==> src/rtl/func_scan_ctrl.sv <==
// Raster-scan sequencer for a fixed-latency pixel function unit: issues (x,y) under credit,
// re-tags each result with its coordinate and buffers it in a fall-through FIFO.
module func_scan_ctrl #(
    parameter int CORDW = 8,
    parameter int LAT   = 4,
    parameter int DEPTH = 8
) (
    input  logic                    clk,
    input  logic                    rst_n,
    input  logic                    start,
    input  logic signed [CORDW-1:0] x_start,
    input  logic signed [CORDW-1:0] y_start,
    input  logic signed [CORDW-1:0] x_end,
    input  logic signed [CORDW-1:0] y_end,
    output logic                    busy,
    output logic                    done,
    output logic signed [CORDW-1:0] fx,
    output logic signed [CORDW-1:0] fy,
    input  logic                    fr,
    output logic                    out_valid,
    input  logic                    out_ready,
    output logic signed [CORDW-1:0] out_x,
    output logic signed [CORDW-1:0] out_y,
    output logic                    out_r
);

    typedef enum logic [1:0] {
        IDLE  = 2'd0,
        SCAN  = 2'd1,
        DRAIN = 2'd2
    } state_t;

    localparam int AW = (DEPTH > 1) ? $clog2(DEPTH) : 1;
    localparam int CW = $clog2(DEPTH + 1);
    localparam int IW = $clog2(LAT + 1);

    state_t                  state_r, state_s;
    logic signed [CORDW-1:0] fx_r, fy_r, xs_r, xe_r, ye_r;
    logic                    done_r, done_s;
    logic                    issue_s, start_ok_s, empty_win_s, last_s, credit_s, drain_done_s;

    logic [LAT-1:0]          vld_r;
    logic [CORDW-1:0]        px_r [LAT];
    logic [CORDW-1:0]        py_r [LAT];
    logic [IW-1:0]           inflight_s;

    logic [CORDW-1:0]        mx_r [DEPTH];
    logic [CORDW-1:0]        my_r [DEPTH];
    logic [DEPTH-1:0]        mr_r;
    logic [AW-1:0]           rd_r, wr_r;
    logic [CW-1:0]           cnt_r;
    logic                    push_s, pop_s;

    assign empty_win_s = (x_end < x_start) || (y_end < y_start);
    assign last_s      = (fx_r == xe_r) && (fy_r == ye_r);
    assign push_s      = vld_r[LAT-1];
    assign pop_s       = (cnt_r != '0) && out_ready;
    // A same-cycle pop earns no credit: only registered occupancy is counted.
    assign credit_s    = (32'(inflight_s) + 32'(cnt_r)) < 32'(DEPTH);
    assign drain_done_s = (inflight_s == '0) &&
                          ((cnt_r == '0) || ((cnt_r == CW'(1)) && pop_s));

    // Count valid tags still travelling through the unit.
    always_comb begin
        inflight_s = '0;
        for (int i = 0; i < LAT; i++) begin
            inflight_s = inflight_s + IW'(vld_r[i]);
        end
    end

    // Next-state and issue decision.
    always_comb begin
        state_s    = state_r;
        issue_s    = 1'b0;
        start_ok_s = 1'b0;
        done_s     = 1'b0;
        case (state_r)
            IDLE: begin
                if (start) begin
                    if (empty_win_s) begin
                        done_s = 1'b1;
                    end else begin
                        start_ok_s = 1'b1;
                        state_s    = SCAN;
                    end
                end else begin
                    state_s = IDLE;
                end
            end
            SCAN: begin
                if (credit_s) begin
                    issue_s = 1'b1;
                    state_s = last_s ? DRAIN : SCAN;
                end else begin
                    state_s = SCAN;
                end
            end
            DRAIN: begin
                if (drain_done_s) begin
                    state_s = IDLE;
                    done_s  = 1'b1;
                end else begin
                    state_s = DRAIN;
                end
            end
            default: begin
                state_s = IDLE;
            end
        endcase
    end

    // State, window latch and raster coordinate stepping.
    always_ff @(posedge clk) begin
        if (!rst_n) begin
            state_r <= IDLE;
            done_r  <= 1'b0;
            fx_r    <= '0;
            fy_r    <= '0;
            xs_r    <= '0;
            xe_r    <= '0;
            ye_r    <= '0;
        end else begin
            state_r <= state_s;
            done_r  <= done_s;
            if (start_ok_s) begin
                xs_r <= x_start;
                xe_r <= x_end;
                ye_r <= y_end;
                fx_r <= x_start;
                fy_r <= y_start;
            end else if (issue_s && !last_s) begin
                // Equality-only wrap keeps the signed max edge overflow-free.
                if (fx_r == xe_r) begin
                    fx_r <= xs_r;
                    fy_r <= fy_r + CORDW'(1);
                end else begin
                    fx_r <= fx_r + CORDW'(1);
                end
            end
        end
    end

    // Tag pipe mirroring the unit latency.
    always_ff @(posedge clk) begin
        if (!rst_n) begin
            vld_r <= '0;
            for (int i = 0; i < LAT; i++) begin
                px_r[i] <= '0;
                py_r[i] <= '0;
            end
        end else begin
            vld_r[0] <= issue_s;
            px_r[0]  <= fx_r;
            py_r[0]  <= fy_r;
            for (int i = 1; i < LAT; i++) begin
                vld_r[i] <= vld_r[i-1];
                px_r[i]  <= px_r[i-1];
                py_r[i]  <= py_r[i-1];
            end
        end
    end

    // Result FIFO, first-word fall-through.
    always_ff @(posedge clk) begin
        if (!rst_n) begin
            rd_r  <= '0;
            wr_r  <= '0;
            cnt_r <= '0;
            mr_r  <= '0;
            for (int i = 0; i < DEPTH; i++) begin
                mx_r[i] <= '0;
                my_r[i] <= '0;
            end
        end else begin
            if (push_s) begin
                mx_r[wr_r] <= px_r[LAT-1];
                my_r[wr_r] <= py_r[LAT-1];
                mr_r[wr_r] <= fr;
                wr_r       <= (wr_r == AW'(DEPTH - 1)) ? '0 : wr_r + AW'(1);
            end
            if (pop_s) begin
                rd_r <= (rd_r == AW'(DEPTH - 1)) ? '0 : rd_r + AW'(1);
            end
            case ({push_s, pop_s})
                2'b10:   cnt_r <= cnt_r + CW'(1);
                2'b01:   cnt_r <= cnt_r - CW'(1);
                default: cnt_r <= cnt_r;
            endcase
        end
    end

    assign busy      = (state_r != IDLE);
    assign done      = done_r;
    assign fx        = fx_r;
    assign fy        = fy_r;
    assign out_valid = (cnt_r != '0);
    assign out_x     = mx_r[rd_r];
    assign out_y     = my_r[rd_r];
    assign out_r     = mr_r[rd_r];

    func_scan_ctrl_chk #(.DEPTH(DEPTH), .CW(CW)) u_chk (
        .clk   (clk),
        .rst_n (rst_n),
        .push  (push_s),
        .pop   (pop_s),
        .cnt   (cnt_r)
    );

endmodule

// Occupancy checker: credit issue must make FIFO overflow impossible.
module func_scan_ctrl_chk #(
    parameter int DEPTH = 8,
    parameter int CW    = 4
) (
    input logic          clk,
    input logic          rst_n,
    input logic          push,
    input logic          pop,
    input logic [CW-1:0] cnt
);
    a_no_overflow: assert property (@(posedge clk) disable iff (!rst_n)
        !(push && !pop && (32'(cnt) >= DEPTH)));
endmodule
==> config.mk <==
export PLATFORM = sky130hd
export DESIGN_NAME = func_scan_ctrl
export DESIGN_NICKNAME = d
export VERILOG_FILES = /design/src/rtl/func_scan_ctrl.sv
export SDC_FILE = /design/constraint.sdc
export NUM_CORES = 1
export LEC_CHECK = 0
export BUFFER_PORTS_ARGS = -buffer_cell sky130_fd_sc_hd__buf_2
export CELL_PAD_IN_SITES_DETAIL_PLACEMENT = 1
export CELL_PAD_IN_SITES_GLOBAL_PLACEMENT = 2
export CORE_ASPECT_RATIO = 1.4
export CORE_MARGIN = 5
export CORE_UTILIZATION = 42
export DETAILED_ROUTE_END_ITERATION = 10
export HOLD_SLACK_MARGIN = 0.06
export PLACE_DENSITY_LB_ADDON = 0.1
export SLEW_MARGIN = 20
export SYNTH_ARGS = -nofsm -noshare
export SYNTH_HDL_FRONTEND = slang
export SYNTH_SLANG_ARGS = --single-unit
==> constraint.sdc <==
create_clock -name clk -period 4.4 [get_ports clk]
set_clock_uncertainty 0.15 [all_clocks]
set_input_delay 0.88 -clock clk [delete_from_list [all_inputs] [get_ports clk]]
set_output_delay 0.88 -clock clk [all_outputs]
set_load 0.005 [all_outputs]
# ---- Word-level counts from Yosys, hierarchy flattened
# Memory sizes are Yosys's and may differ from the RTL's. A register that Yosys moved wholly into a read port is not among the register bits.
# Cells that the tools add are included.
dict set report totals {
  in_bits 37
  out_inout_bits 36
  memories 4
  regBits 65
  elab_cells 122
  ram_bits 192
}
# memory words width rd rd_ports_with_merged_regs wr line
set memory_table {}
lappend memory_table {mx_r 8 8 1 1 8 47} ;# logic [CORDW-1:0] mx_r [DEPTH];
lappend memory_table {my_r 8 8 1 1 8 48} ;# logic [CORDW-1:0] my_r [DEPTH];
lappend memory_table {px_r 4 8 4 0 4 43} ;# logic [CORDW-1:0] px_r [LAT];
lappend memory_table {py_r 4 8 4 0 4 44} ;# logic [CORDW-1:0] py_r [LAT];
dict set report classes {
  addsub 10
  n_eq_ne 10
  n_mux 52
  order_cmp 6
  reduce_logical 20
  bitwise_logic 8
}
# cell n
set op_table {}
lappend op_table {{8-bit two-way mux} 16}
lappend op_table {{3-bit two-way mux} 8}
lappend op_table {{1-bit two-way mux} 17}
lappend op_table {{8-bit by 2-bit adder with 8-bit output (second input constant)} 2}
lappend op_table {{8-bit == test} 2}
lappend op_table {{8-bit < comparator} 2}
lappend op_table {{8-bit OR reduction} 2}
lappend op_table {{2-bit two-way mux} 5}
lappend op_table {{8-bit bitwise mux} 1}
lappend op_table {{3-bit by 4-bit < comparator with 1-bit output (second input constant)} 2}
lappend op_table {{1-bit bitwise OR} 8}
lappend op_table {{4-bit one-hot mux with 2 select lines} 1}
lappend op_table {{2-bit nonzero test} 4}
lappend op_table {{3-bit by 1-bit adder with 3-bit output (second input constant)} 2}
lappend op_table {{3-bit == test (second input constant)} 2}
lappend op_table {{1-bit logical AND} 6}
lappend op_table {{2-bit one-hot mux with 3 select lines} 1}
lappend op_table {{3-bit by 4-bit adder with 5-bit output} 1}
lappend op_table {{5-bit by 4-bit < comparator with 1-bit output (second input constant)} 1}
lappend op_table {{4-bit by 1-bit adder with 4-bit output (second input constant)} 1}
lappend op_table {{2-bit by 1-bit == test with 1-bit output (second input constant)} 2}
lappend op_table {{2-bit == test (second input constant)} 2}
lappend op_table {{4-bit by 1-bit == test with 1-bit output (second input constant)} 1}
lappend op_table {{4-bit logical NOT} 1}
lappend op_table {{other kinds (15)} 16}

# ---- Logic depth before layout (Yosys ltp)
# Gate-level depths: netlist of run 1.
dict set report logic_depth {
  depth_word 10
  mapped_depth 12
}

# ---- Least setup slack after synthesis of run 1
# No wires, ideal clock.
dict set report synth_path {
  kind {register to register}
  from {register vld_r[3]}
  to {register fy_r[6], in the netlist fy[6]}
  path_stages_with_launch 13
  n_path_buf 1
  path_slack_ns 1.310
  t_required_ns 4.180
  arrival_ns 2.870
  cell_sequence {dfxtp_1 > inv_1 > fa_1 > inv_1 > ha_1 > ha_1 > ha_1 > a31oi_1 > o21a_1 > clkbuf_1 > nand4_1 > xor2_1 > a21oi_1}
}
dict set report synth_between {
  elab_chain_cells 8
}
# item line
set synth_lines {}
lappend synth_lines {{start, declared} 42} ;# logic [LAT-1:0] vld_r;
lappend synth_lines {{start signal, assigned by index} 156} ;# vld_r[i] <= vld_r[i-1];
lappend synth_lines {{3-bit by 1-bit adder with 3-bit output} 67} ;# inflight_s = inflight_s + IW'(vld_r[i]);
lappend synth_lines {{3-bit by 4-bit adder with 5-bit output} 59} ;# assign credit_s = (32'(inflight_s) + 32'(cnt_r)) < 32'(DEPTH);
lappend synth_lines {{5-bit by 4-bit < comparator with 1-bit output} 59}
lappend synth_lines {{1-bit two-way mux} 91} ;# if (credit_s) begin
lappend synth_lines {{1-bit two-way mux} 77} ;# case (state_r)
lappend synth_lines {{1-bit logical AND} 131} ;# end else if (issue_s && !last_s) begin
lappend synth_lines {{2-bit nonzero test (no line)} n/a}
lappend synth_lines {{2-bit AND reduction (no line)} n/a}
lappend synth_lines {{end signal, assigned} 130} ;# fy_r <= y_start;
lappend synth_lines {{end signal, assigned} 135} ;# fy_r <= fy_r + CORDW'(1);
lappend synth_lines {{end, declared} 38} ;# logic signed [CORDW-1:0] fx_r, fy_r, xs_r, xe_r, ye_r;
# Every way passes these cells.
# A chain may end at the register's enable or synchronous reset.

==> summary.md, run 1 <==
| Metric | Value |
|---|---|
| Outcome | `complete, no violations` |
| Largest stage delay on the critical path | `0.77 ns` |
| Gp weighted congestion | `~0.77` |
| Post-DRT Antenna Nets | `0` |
| Total power | `5.87 mW` |
| Count of state elements after synthesis | `260` |
| Area of the core | `26700 sq um` |
| Die Width | `149 um` |
| Peak supply drop | `255 uV` |
| Starting utilization of the core area | `42.3%` |
| Worst Setup End Kind | `primary output` |
| Setup Crit Path Kind | `reg2out` |
| Iteration count of the initial detailed-routing pass | `4` |
| Number of antenna violations at the first check in global routing | `1` |
| Inserted Clock Buffers | `26` |
| Global route total overflow | `0` |
| Worst-Margin Slew | `1.07 ns` |
| Number of top-level pins | `73` |
| Cells along the critical path | `buf_12, mux4_2, mux2_2, buf_2` |
| Syn Inst Count | `926` |
| Post-synth top area cell | `sky130_fd_sc_hd__edfxtp_1` |
| Final wirelength | `between 20000 and 30000 um` |
| Total count of hold-check failures in the final report | `0` |
| GRT Util Overall | `a little under a fifth` |
| Data arrival time at the worst-slack endpoint | `2.51 ns` |
| Top_reg_cell synth | `sky130_fd_sc_hd__dfxtp_1` |
| Peak-usage layer in the global routing report | `met2` |
| Fraction of synthesis flops using an asynchronous set or reset pin | `0%` |
| Layout Area Growth over Synthesis | `14.5%` |
| Total number of vias | `roughly 7100` |
| Hold_buf cts | `0` |
| Synthesis warning total | `0` |
| Sequential cell area fraction in the yosys report | `57.3%` |
| Clock latency of the later-clocked register in the worst-skew pair | `0.52 ns` |
| Final #Nets | `1067` |
| Max Root-Sink Buffers | `3` |
| Setup Buffers After CTS | `0` |
| Data required time of the worst path | `3.37 ns` |
| Rows | `~70` |
| Met2 usage | `35.3%` |
| Tightest Hold Check Type | `reg2reg` |
| Routing usage on met3 | `2.28%` |
| Number of enable flip-flop cells after synthesis | `128` |
| Count of maximum capacitance violations | `0` |
| Average instance area after synthesis | `12.2 sq um` |
| Number of resized instances in the post-cts repair step | `0` |
| Gate family responsible for the most delay along the worst path | `multiplexers` |
| Slew headroom | `between 20% and 30%` |
| Max Slew Vio Count | `0` |
| Sinks on the clock net | `260` |
| Post-Syn Nets | `around 1000` |
| Endpoints failing setup | `0` |
| Via count of the first global-routing pass | `7680` |
| Power per Cell Area | `453 nW/um^2` |
| Met1 track demand over resource in global routing | `approximately 20%` |
| Share of the clock period used by the worst path | `between 80% and 90%` |
| Hpwl dp | `~18000 um` |
| H-tree depth reported by CTS | `1` |
| Via count normalized by instance count | `5.11` |
| Achievable Freq | `0.283 GHz` |
| Ranking of synthesized cells by area | `sky130_fd_sc_hd__edfxtp_1 34%, sky130_fd_sc_hd__dfxtp_1 23%, sky130_fd_sc_hd__and2_1 11%` |
| TNS Setup | `0 ns` |
| Post-layout minimum cycle time | `approximately 3.5 ns` |
| Synthesized area | `11300 sq um` |
| Layout cells sized above 1 | `21.6%` |
| Worst path bufs/invs | `2` |
| Maximum number of pins on one net before global-route repair | `64` |
| Worst-path clk slew | `0.06 ns` |
| Number of input and output port buffers inserted | `72` |
| Fin util | `48.4%` |
| Cell variety after synth | `66` |
| Critical Path Start Type | `flop` |
| Static Leak | `5.02 nW` |
| Vertical die dimension | `204 um` |
| Library cell used as clock root buffer | `sky130_fd_sc_hd__clkbuf_16` |
| RSZ-0062 raised after global routing | `no` |
| Crit-path max FO | `17` |
| Critical path's slowest cell | `sky130_fd_sc_hd__dfxtp_2` |
| Detailed-route wire length per cell | `between 15 and 20 um` |
| Share of the synthesized area in the top cell type | `between 30% and 40%` |
| Number of remaining DRC errors | `0` |
| Initial detailed-routing violation count | `340` |
| Global-route wire length before repair | `42700 um` |
| Die outline area | `30400 sq um` |
| CTS tree | `done` |
[cell usage in the layout, fill, tap and decap left out, drive strengths merged, types with 3 or more instances in the layout]
cell	synthesis	routed
nand2b	7	7
a211oi	3	3
a2111oi	5	5
xnor2	9	9
or3	4	4
a21oi	47	47
clkinv	0	5
o32ai	4	4
and3	7	7
a31oi	4	4
dfxtp	132	132
o21ai	46	46
clkbuf	29	42
xor2	16	16
nand2	28	28
nor3	8	8
mux4	34	34
o31ai	11	11
nor2	27	27
mux2	16	16
edfxtp	128	128
and2	195	195
o22ai	4	4
mux2i	4	4
nand3	30	30
inv	42	42
nand4	11	11
ha	28	28
buf	20	96
[routing by layer]
| metal | part of all wire [%] | vias to the layer above |
|---|---|---|
| li1 | - | 3444 |
| met1 | 39 | 3498 |
| met2 | 55 | 111 |
| met3 | 3.0 | 32 |
| met4 | 2.0 | 0 |
| met5 | 0 | - |
[layout make-up]
type | instances | area [sq um]
diodes | 1 | 2.50
clock buffers | 42 | 812
clock inverters | 6 | 32.5
fillers | 2777 | 13800
inverters | 42 | 158
multi-input cells | 575 | 4450
flip-flops and latches | 260 | 6490
well taps | 365 | 457
repair buffers | 96 | 553
[power by group]
| part | switching [mW] | internal (mW) | total, mW |
|---|---|---|---|
| sequential | 0.135 | 2.65 | 2.79 |
| combinational | 0.485 | 0.430 | 0.915 |
| clock | 0.908 | 1.26 | 2.17 |
[synth_stat cells, drive strengths merged, types with 3 or more instances]
cell / instances
a2111oi: 5
a211oi: 3
a21oi: 47
a31oi: 4
and2: 195
and3: 7
buf: 20
clkbuf: 29
dfxtp: 132
edfxtp: 128
ha: 28
inv: 42
mux2: 16
mux2i: 4
mux4: 34
nand2: 28
nand2b: 7
nand3: 30
nand4: 11
nor2: 27
nor3: 8
o21ai: 46
o22ai: 4
o31ai: 11
o32ai: 4
or3: 4
xnor2: 9
xor2: 16
[cell families (layout without fill, tap and decap cells)]
family / Yosys count / in the layout / synth area share (%)
and+or+nand+nor: 325 / 325 / 16.9
DFF: 260 / 260 / 57.3
AOI/OAI and AO/OA: 142 / 142 / 8.20
buffers and inverters: 91 / 186 / 3.50
muxes: 54 / 54 / 8.71
adders and majority gates: 29 / 29 / 3.27
xor gates and xnor gates: 25 / 25 / 2.07
other: 0 / 1 / 0
[state kept, by name, indices dropped and copies added (netlist names), 4 cells and up, named ones only]
name	flops
mx_r	64
my_r	64
px_r	32
py_r	32
fx	8
fy	8
mr_r	8
xe_r	8
xs_r	8
ye_r	8
cnt_r	4
vld_r	4
[final timing paths]
path                                       startpoint                     to  slack, ns  cells past startpoint
worst max-delay path                             flop               out_y[0]       0.86                      4
worst min-delay path            py_r[0][2]$_SDFF_PN0_  py_r[1][2]$_SDFF_PN0_       0.28                      1
worst max register to register    vld_r[3]$_SDFF_PN0_     fx[3]$_SDFFE_PN0P_       0.90                     13
worst min register to register  py_r[0][2]$_SDFF_PN0_  py_r[1][2]$_SDFF_PN0_       0.28                      1
[per-stage QoR]
stage,cells,setup WS (ns),hold WS (ns),area (sq um)
floorplan,926,1.31,0.262,11300
global placement,1338,0.986,0.263,12100
detailed placement,1338,0.909,0.270,12100
CTS,1386,0.771,0.284,13000
global route,1386,0.637,0.293,13000
finish,1387,0.861,0.280,13000
Note: power is estimated with default switching activity, not from simulation.
==> inputs of run 2 (changes only) <==
CORE_UTILIZATION = 38   (was 42)
clock period = 3.13 ns   (was 4.4 ns; I/O delays follow)
==> run 2 against run 1 <==
- critical path depth fell by 1
- critical path type unchanged
- via count rose by 2.7%
- non-clock buffer count rose by 25
- design area rose by 1.9%
==> summary.md, run 2 (synthesis gave the netlist of run 1 again) <==
| Metric | Value |
|---|---|
| H-tree depth reported by CTS | `1 (unchanged)` |
| Ant. Diodes | `0 (-1)` |
| Tightest Hold Check Type | `in2reg` |
| Worst-Margin Slew | `0.959 ns (-0.113 ns)` |
| Final wirelength | `28600 um (+5.7%)` |
| Number of input and output port buffers inserted | `72 (unchanged)` |
| Starting utilization of the core area | `38.7% (-3.6 points)` |
| Post-layout minimum cycle time | `3.00 ns` |
| Endpoints failing setup | `0 (unchanged)` |
| Worst Setup End Kind | `primary output` |
| RSZ-0062 raised after global routing | `no` |
| Iteration count of the initial detailed-routing pass | `4 (unchanged)` |
| Number of top-level pins | `73 (unchanged)` |
| Fraction of power spent switching nets | `26.6% (+0.55 points)` |
| Cell count of the worst reg-to-reg path | `11 (-2)` |
| Clock latency of the later-clocked register in the worst-skew pair | `0.53 ns (about the same)` |
| Number of remaining DRC errors | `0 (unchanged)` |
| Peak supply drop | `306 uV (+20%)` |
| Regs by FF count | `mx_r x64, my_r x64` |
| Final #Nets | `1091 (+2.2%)` |
| Die Width | `156 um (+4.8%)` |
| Setup Crit Path Kind | `reg2out` |
| Worst setup margin | `0.128 ns (-0.733 ns)` |
| Critical Path Start Type | `flop` |
| Global route total overflow | `0 (unchanged)` |
| Multi-input gate area in the final layout | `4500 sq um (+1.2%)` |
| Most used cells in the layout excluding fill and tap cells | `195 x sky130_fd_sc_hd__and2_1, 131 x sky130_fd_sc_hd__dfxtp_1, 128 x sky130_fd_sc_hd__edfxtp_1` |
| Detailed-route wire length per cell | `20.1 um (+3.0%)` |
| Layout Area Growth over Synthesis | `16.6%` |
| Library cell used as clock root buffer | `sky130_fd_sc_hd__clkbuf_16` |
| Die outline area | `33400 sq um (+9.9%)` |
| Layout cells sized above 1 | `23.6% (+1.9 points)` |
| Total number of vias | `7274 (+2.7%)` |
| Relative contribution of combinational cells to total power | `17.7% (+2.1 points)` |
| Cells along the critical path | `mux4_2, o21ai_0, buf_2` |
| Vertical die dimension | `214 um (+4.9%)` |
| Crit path launch | `rd_r[0]$_SDFFE_PN0P_` |
| CTS tree | `done` |
| Gp weighted congestion | `0.821 (+6.8%)` |
| Global-route wire length before repair | `45300 um (+6.1%)` |
| Worst setup path endpoint | `out_r` |
| Hold_buf cts | `0 (unchanged)` |
| Clock network fraction of total power | `34.9% (-2.0 points)` |
| Internal power | `6.00 mW (+38%)` |
| Power per Cell Area | `619 nW/um^2 (+37%)` |
| Rows | `74 (+4.2%)` |
| Inserted Clock Buffers | `25 (-3.8%)` |
| Maximum number of pins on one net before global-route repair | `52 (-19%)` |
| Area of the core | `29300 sq um (+9.4%)` |
| Max Root-Sink Buffers | `3 (unchanged)` |
| Via count of the first global-routing pass | `8044 (+4.7%)` |
| Share of the clock period used by the worst path | `between 90% and 100%` |
| Max Slew Vio Count | `0 (unchanged)` |
| Total count of hold-check failures in the final report | `0 (unchanged)` |
| Worst-path clk slew | `0.06 ns (about the same)` |
| Initial detailed-routing violation count | `251 (-26%)` |
| Capture point of the worst reg-to-reg path | `fy[4]$_SDFFE_PN0P_` |
| Filler Cell Count | `3142 (+13%)` |
| Gate family responsible for the most delay along the worst path | `multiplexers` |
| Path length in cells of the critical path | `3 (-1)` |
| Most common library cell in the layout ignoring fill and taps | `sky130_fd_sc_hd__and2_1` |
| Setup Slack @ Placement | `-0.0968 ns (-1.01 ns)` |
| Outcome | `complete, no violations` |
| Data arrival time at the worst-slack endpoint | `2.23 ns (-0.28 ns)` |
| Part of the power in registers | `47.4% (about the same)` |
| Post-DRT Antenna Nets | `0 (unchanged)` |
| Critical path's slowest cell | `sky130_fd_sc_hd__mux4_2` |
| Static Leak | `5.12 nW (+2.0%)` |
| GRT Util Overall | `17.3% (-0.75 points)` |
| Hpwl dp | `19300 um (+7.7%)` |
| Number of antenna violations at the first check in global routing | `0 (-1)` |
| Cell total after placement | `1375 (+2.8%)` |
| Slew headroom | `36.0% (+7.5 points)` |
| Switching power | `2.17 mW (+42%)` |
| Crit-path max FO | `5 (-12)` |
| Fin cells | `1424 (+2.7%)` |
| Reg-to-reg slack, setup | `0.15 ns (-0.75 ns)` |
| Total power | `8.18 mW (+39%)` |
| Count of maximum capacitance violations | `0 (unchanged)` |
| Data required time of the worst path | `2.35 ns (-1.02 ns)` |
| Via count normalized by instance count | `5.11 (about the same)` |
| Largest stage delay on the critical path | `0.54 ns (-0.23 ns)` |
| Worst reg2reg startpoint | `vld_r[0]$_SDFF_PN0_` |
| Worst path bufs/invs | `1 (-1)` |
| Total placed instance area | `12300 sq um (+2.0%)` |
| Post-route standard cell area excluding fillers | `13200 sq um (+1.9%)` |
| Sinks on the clock net | `260 (unchanged)` |
| Achievable Freq | `0.333 GHz` |
| Sequential cell area | `6490 sq um (about the same)` |
run 2: changes by cell type in the layout (fill, tap and decap cells not counted), sizes merged:
cell,previous run,this run
clkbuf,42,36
diode,1,0
buf,96,121
clkinv,5,8
inv,42,43
run 2: stage by stage:
step | hold slack, ns | TNS, ns | util [%]
floorplan | 0.262 | 0 | -
global placement | 0.264 | 0 | 42.2
detailed placement | 0.270 | -0.199 | 42.2
CTS | 0.179 | -0.00625 | 44.8
global route | 0.191 | 0 | 45.1
finish | 0.211 | 0 | 45.1
run 2: how the worst min path moves through the flow:
stage | start | to | cells after the start | slack, ns
floorplan | px_r[0][0]$_SDFF_PN0_ | px_r[1][0]$_SDFF_PN0_ | 1 | 0.26
detailed placement | py_r[1][0]$_SDFF_PN0_ | py_r[2][0]$_SDFF_PN0_ | 1 | 0.27
global route | y_end[0] | ye_r[0]$_SDFFE_PN0P_ | 3 | 0.19
finish | x_end[6] | xe_r[6]$_SDFFE_PN0P_ | 3 | 0.21
global placement | px_r[1][5]$_SDFF_PN0_ | px_r[2][5]$_SDFF_PN0_ | 1 | 0.26
CTS | y_end[1] | ye_r[1]$_SDFFE_PN0P_ | 3 | 0.18
run 2: routing by layer:
| metal | share of wire [%] | wire length [um] | track usage (%) | vias to the layer above |
|---|---|---|---|---|
| met2 | 57 | 16300 | 33.8 | 115 |
| met1 | 38 | 10800 | 19.1 | 3629 |
| met4 | 2.1 | 604 | 4.55 | 0 |
| met5 | 0 | 0 | 0 | - |
| met3 | 3.1 | 874 | 2.40 | 41 |
| li1 | - | - | - | 3489 |
run 2: what timing repair did:
item,CTS,global route
pin swaps,0,6
setup buffers,0,3
resized for setup,2,12
endpoints found under the setup margin,10,16
run 2: worst reg2reg max path: stages (launching register included):
cell and delay [ns]:
sky130_fd_sc_hd__dfxtp_1 0.31, sky130_fd_sc_hd__inv_1 0.07, sky130_fd_sc_hd__fa_1 0.54, sky130_fd_sc_hd__inv_1 0.05, sky130_fd_sc_hd__ha_2 0.18, sky130_fd_sc_hd__ha_4 0.16, sky130_fd_sc_hd__ha_2 0.19, sky130_fd_sc_hd__nor4b_4 0.30
sky130_fd_sc_hd__o21a_2 0.27, sky130_fd_sc_hd__nand4_1 0.12, sky130_fd_sc_hd__or3_1 0.33, sky130_fd_sc_hd__a311oi_1 0.22
run 2: final cells by class:
class | instances | share of cell area, %
Sequential cell | 260 | 49.2
Timing Repair Buffer | 121 | 6.11
Clock inverter | 10 | 0.370
Tap cell | 380 | 3.60
Multi-Input combinational cell | 575 | 34.1
Inverter | 42 | 1.19
Clock buffer | 36 | 5.45
run 2: power groups by stage:
stage / Combinational, mW / Clock, mW / Sequential (mW)
2_1_floorplan: 0.974 / 0 / 3.90
3_3_place_gp: 1.45 / 0 / 3.95
3_5_place_dp: 1.46 / 0 / 3.95
4_1_cts: 1.47 / 2.95 / 3.88
5_1_grt: 1.60 / 3.11 / 3.90
6_report: 1.45 / 2.85 / 3.88
